--- config.mk ---
export PLATFORM = sky130hd
export DESIGN_NAME = mem_ctrl
export DESIGN_NICKNAME = d
export VERILOG_FILES = /design/src/rtl/mem_ctrl.sv
export SDC_FILE = /design/constraint.sdc
export NUM_CORES = 1
export LEC_CHECK = 0
export CAP_MARGIN = 20
export CORE_MARGIN = 5
export CORE_UTILIZATION = 42
export DETAILED_ROUTE_END_ITERATION = 10
export PLACE_DENSITY = 0.8
export SETUP_SLACK_MARGIN = 0.4
export SYNTH_ARGS = -nofsm -noshare
export SYNTH_HDL_FRONTEND = slang
export SYNTH_SLANG_ARGS = --single-unit
--- constraint.sdc ---
create_clock -name clock -period 2.12 [get_ports clock]
set_clock_uncertainty 0.2 [all_clocks]
set_input_delay 0.318 -clock clock [delete_from_list [all_inputs] [get_ports clock]]
set_output_delay 0.318 -clock clock [all_outputs]
set_load 0.005 [all_outputs]
--- src/rtl/mem_ctrl.sv ---
// Arbitrating access controller in front of the 256x32 single-port RAM.
// Optional build macro MEM_CTRL_RR_EN selects round-robin arbitration.
module mem_ctrl #(
  parameter int ADDR_W = 9,
  parameter int DATA_W = 32
) (
  input  logic              clock,
  input  logic              reset,
  input  logic              if_req,
  input  logic [ADDR_W-1:0] if_addr,
  output logic              if_ack,
  output logic [DATA_W-1:0] if_rdata,
  input  logic              d_req,
  input  logic              d_we,
  input  logic [ADDR_W-1:0] d_addr,
  input  logic [DATA_W-1:0] d_wdata,
  output logic              d_ack,
  output logic [DATA_W-1:0] d_rdata,
  output logic [ADDR_W-1:0] ram_addr,
  output logic              ram_wr,
  output logic [DATA_W-1:0] ram_wdata,
  output logic              ram_rd,
  input  logic [DATA_W-1:0] ram_rdata,
  output logic              busy
);

  typedef enum logic [1:0] {IDLE, ACCESS, RESP} state_t;

  state_t            state;
  logic              gnt_d;
  logic              acc_we;
  logic              acc_oor;
  logic              if_elig;
  logic              d_elig;
  logic              pick_d;
  logic              sel_we;
  logic              sel_oor;
  logic [ADDR_W-1:0] sel_addr;
`ifdef MEM_CTRL_RR_EN
  logic              last_d;
`endif

  // A port in its ack cycle is not eligible, so a held request is not re-accepted.
  always_comb begin
    if_elig = if_req & ~if_ack;
    d_elig  = d_req & ~d_ack;
`ifdef MEM_CTRL_RR_EN
    pick_d  = d_elig & (~if_elig | ~last_d);
`else
    pick_d  = d_elig;
`endif
    sel_we   = pick_d & d_we;
    sel_addr = pick_d ? d_addr : if_addr;
    sel_oor  = sel_addr[ADDR_W-1];
  end

  always_ff @(posedge clock) begin
    if (reset) begin
      state     <= IDLE;
      busy      <= 1'b0;
      if_ack    <= 1'b0;
      d_ack     <= 1'b0;
      if_rdata  <= '0;
      d_rdata   <= '0;
      ram_addr  <= '0;
      ram_wdata <= '0;
      ram_wr    <= 1'b0;
      ram_rd    <= 1'b0;
      gnt_d     <= 1'b0;
      acc_we    <= 1'b0;
      acc_oor   <= 1'b0;
`ifdef MEM_CTRL_RR_EN
      last_d    <= 1'b1;
`endif
    end else begin
      if_ack <= 1'b0;
      d_ack  <= 1'b0;
      case (state)
        IDLE: begin
          if (if_elig | d_elig) begin
            gnt_d    <= pick_d;
            acc_we   <= sel_we;
            acc_oor  <= sel_oor;
            ram_addr <= sel_addr;
            if (sel_we)
              ram_wdata <= d_wdata;
            // Out-of-range accesses follow the normal path but never strobe the RAM.
            ram_wr   <= sel_we & ~sel_oor;
            ram_rd   <= ~sel_we & ~sel_oor;
            state    <= ACCESS;
            busy     <= 1'b1;
`ifdef MEM_CTRL_RR_EN
            last_d   <= pick_d;
`endif
          end
        end
        ACCESS: begin
          ram_wr <= 1'b0;
          ram_rd <= 1'b0;
          if (acc_we) begin
            d_ack <= 1'b1;
            state <= IDLE;
            busy  <= 1'b0;
          end else begin
            state <= RESP;
          end
        end
        RESP: begin
          if (gnt_d) begin
            d_rdata <= acc_oor ? '0 : ram_rdata;
            d_ack   <= 1'b1;
          end else begin
            if_rdata <= acc_oor ? '0 : ram_rdata;
            if_ack   <= 1'b1;
          end
          state <= IDLE;
          busy  <= 1'b0;
        end
        default: begin
          state <= IDLE;
          busy  <= 1'b0;
        end
      endcase
    end
  end

endmodule

==> results_dict.tcl <==
set metrics [dict create \
    core.rowCount 37 \
    worst_skew_pair.late_latency_ns 0.50 \
    core_um2 10370 \
    drt-wirelength-per-cell_um 15.62 \
    fill_cells 895 \
    root_buffer "clkbuf_8" \
    die_h_um 113.1 \
    finalWeightedCongestion 0.8028 \
    drt-total-wl_um 14070 \
    synth_seq_area_share 0.5111 \
    final-instance-count-excl-fill 901 \
    floorplan.initialDensity 0.4306 \
    critPathRequiredTime_ns 2.34 \
    nets 844 \
    worst_slack_ns 0.4448 \
    cts_hold_repair.buffers 0 \
    finalInstanceArea_um2 7039 \
    hpwl_um 9864 \
    result_of_the_run "finished, final reports clean" \
    drive_above_1_share 0.09673 \
    io_buffer_count 196 \
    power.total_mw 6.358 \
    drt-pass1-iter-count 4 \
    cts.htree.levels 4 \
    rsz0062_at_grt "yes" \
    dr_total_vias 4488 \
    cts_inserted_buffers 17 \
    flow.area_growth_from_synthesis_pct 57.64 \
    drc 0 \
    cp_max_fo 16 \
    min-delay-path-class "input port to register" \
    crit_type "register to register" \
    cts_sinks 114 \
    antenna_cells 0 \
    post-route-util 0.6788 \
    syn-num-nets 652 \
    die-area_um2 12790 \
    drv_slew 0 \
    multi_input_area_um2 1952 \
    cp-end-kind "register" \
    whs_ns 0.1587 \
    arrival_ns 1.90 \
    final-hold-violation-count 0 \
    syn_area_um2 4466 \
    vias_per_cell 4.981 \
    placed_cells_incl_taps 862 \
    grt_start_max_net_pins 63 \
    tightestPinTransition_ns 0.6608 \
    worst_setup_slack_after_placement_ns 0.1284 \
    grt_pass1_wl_um 21540 \
    vdd_drop_max_uv 605.5 \
    floorplan.io_pins 197 \
    avgSynthCellArea_um2 7.960 \
    clk_pin_slew_worst_paths_ns 0.06 \
    synth-seq-cells 114 \
    static-leakage-power_nw 3.046 \
    synth_warnings 0 \
    drv.max_cap_violation_count 0 \
    grt_util_all_layers 0.2081 \
    placement.cell_area_um2 6507 \
    initial_antenna_violation_count 0 \
    tritoncts "built" \
    clockBufferDepth 2 \
    setup_tns_ns 0 \
    worst_setup_sp_type "register" \
    final.min_clock_period_ns 1.675 \
    syn_inst 561 \
    ys_types 27 \
    final-seq-area_um2 2283 \
    p_per_area_nw_per_um2 903.3 \
    period_share 0.7902 \
    setup_viol 0 \
    timing.max_slew.rel_slack 0.5595 \
    globalRouteOverflowTotal 0 \
    initialDrtViolationCount 246 \
    clock.fmax_mhz 597.0 \
    vias_in_the_first_global_route 4496 \
    ant_nets 0 \
    die_width_um 113.1 \
]
==> logic make-up (layout without fill, tap and decap cells) <==
| group | count (synthesis) | in the layout | synth area share |
|---|---|---|---|
| simple gates | 279 | 279 | 0.2679 |
| compound gates | 116 | 116 | 0.1561 |
| flops | 114 | 114 | 0.5111 |
| buf+inv | 48 | 252 | 0.05380 |
| fa+ha+maj | 4 | 4 | 0.01121 |
==> Yosys cell counts <==
| library cell | n | area [µm²] |
|---|---|---|
| nand2_1 | 214 | 803.3 |
| dfxtp_1 | 114 | 2282 |
| a21oi_1 | 101 | 505.5 |
| nor2b_1 | 35 | 219.0 |
| buf_2 | 18 | 90.09 |
| clkbuf_1 | 13 | 48.80 |
| a311oi_2 | 8 | 120.1 |
| nor2_2 | 8 | 50.05 |
| nor2_1 | 7 | 26.28 |
| buf_1 | 6 | 22.52 |
| nand2b_1 | 5 | 31.28 |
| buf_4 | 4 | 30.03 |
| ha_1 | 4 | 50.05 |
| inv_1 | 4 | 15.01 |
| buf_6 | 3 | 33.78 |
| nor3_1 | 3 | 15.01 |
| a311oi_1 | 2 | 17.52 |
| nor3b_1 | 2 | 15.01 |
| o41ai_1 | 2 | 17.52 |
| a21boi_4 | 1 | 18.77 |
| and2_1 | 1 | 6.260 |
| and2b_2 | 1 | 8.760 |
| and3_1 | 1 | 6.260 |
| nand3_1 | 1 | 5.000 |
| nand3_2 | 1 | 10.01 |
| o2111ai_1 | 1 | 8.760 |
| o221ai_1 | 1 | 8.760 |
==> state kept, by name (all words and copies together), names as in the netlist, 2 cells and up <==
signal	flops
d_rdata	32
if_rdata	32
ram_wdata	32
ram_addr	9
state	2
==> layout make-up <==
type | instances | share of cell area
clock buffer | 21 | 0.06381
clock inverter | 10 | 0.01226
inverter | 4 | 0.002133
multi-input combinational | 399 | 0.2773
sequential | 114 | 0.3244
tap | 136 | 0.02417
timing repair buffer | 217 | 0.2959
==> power by group <==
group          total [mW]  leakage, nW  switching [mW]  internal [mW]
Clock                2.54        0.259           0.941           1.60
Sequential           2.43        0.926           0.102           2.33
Combinational        1.39         1.86           0.705          0.685
==> path summary, 6_finish.rpt <==
kind	startpoint	end	slack [ns]	cells after the start
max	state[1]	ram_wdata[9]	0.44	7
min reg2reg	ram_wdata[16]	ram_wdata[16]	0.25	2
max reg2reg	state[1]	ram_wdata[9]	0.44	7
min	reset	d_rdata[15]	0.16	2
==> what timing repair did <==
action,CTS,global route
setup buffers,0,6
resized for setup,114,8
endpoints found under the setup margin,171,106
hold endpoints to repair,0,0
cloned,0,2
==> routing by layer <==
layer | vias up | track usage | part of all wire
li1 | 2199 | - | -
met1 | 2107 | 0.2296 | 0.40
met2 | 143 | 0.3677 | 0.51
met3 | 39 | 0.05508 | 0.050
met4 | 0 | 0.1042 | 0.037
met5 | - | 0 | 0
==> worst max-delay path, cell delays in order, from the launching register on <==
cell	delay, ns
dfxtp_1	0.32
inv_1	0.11
ha_1	0.19
buf_4	0.18
and3_4	0.23
clkbuf_16	0.18
nand2_1	0.07
a21oi_1	0.12
==> cells in the final DEF (no fill, tap or decap), types with 4 or more instances in the layout <==
cell / n
nand2_1: 214
dfxtp_1: 113
dlygate4sd2_1: 110
a21oi_1: 101
clkdlybuf4s50_1: 85
nor2b_1: 34
clkbuf_16: 18
buf_4: 12
nor2_2: 8
a311oi_2: 8
nor2_1: 7
nand2b_1: 5
clkinv_2: 5
inv_1: 4
ha_1: 4
buf_12: 4
No activity file was read; power rests on OpenSTA's default activity.
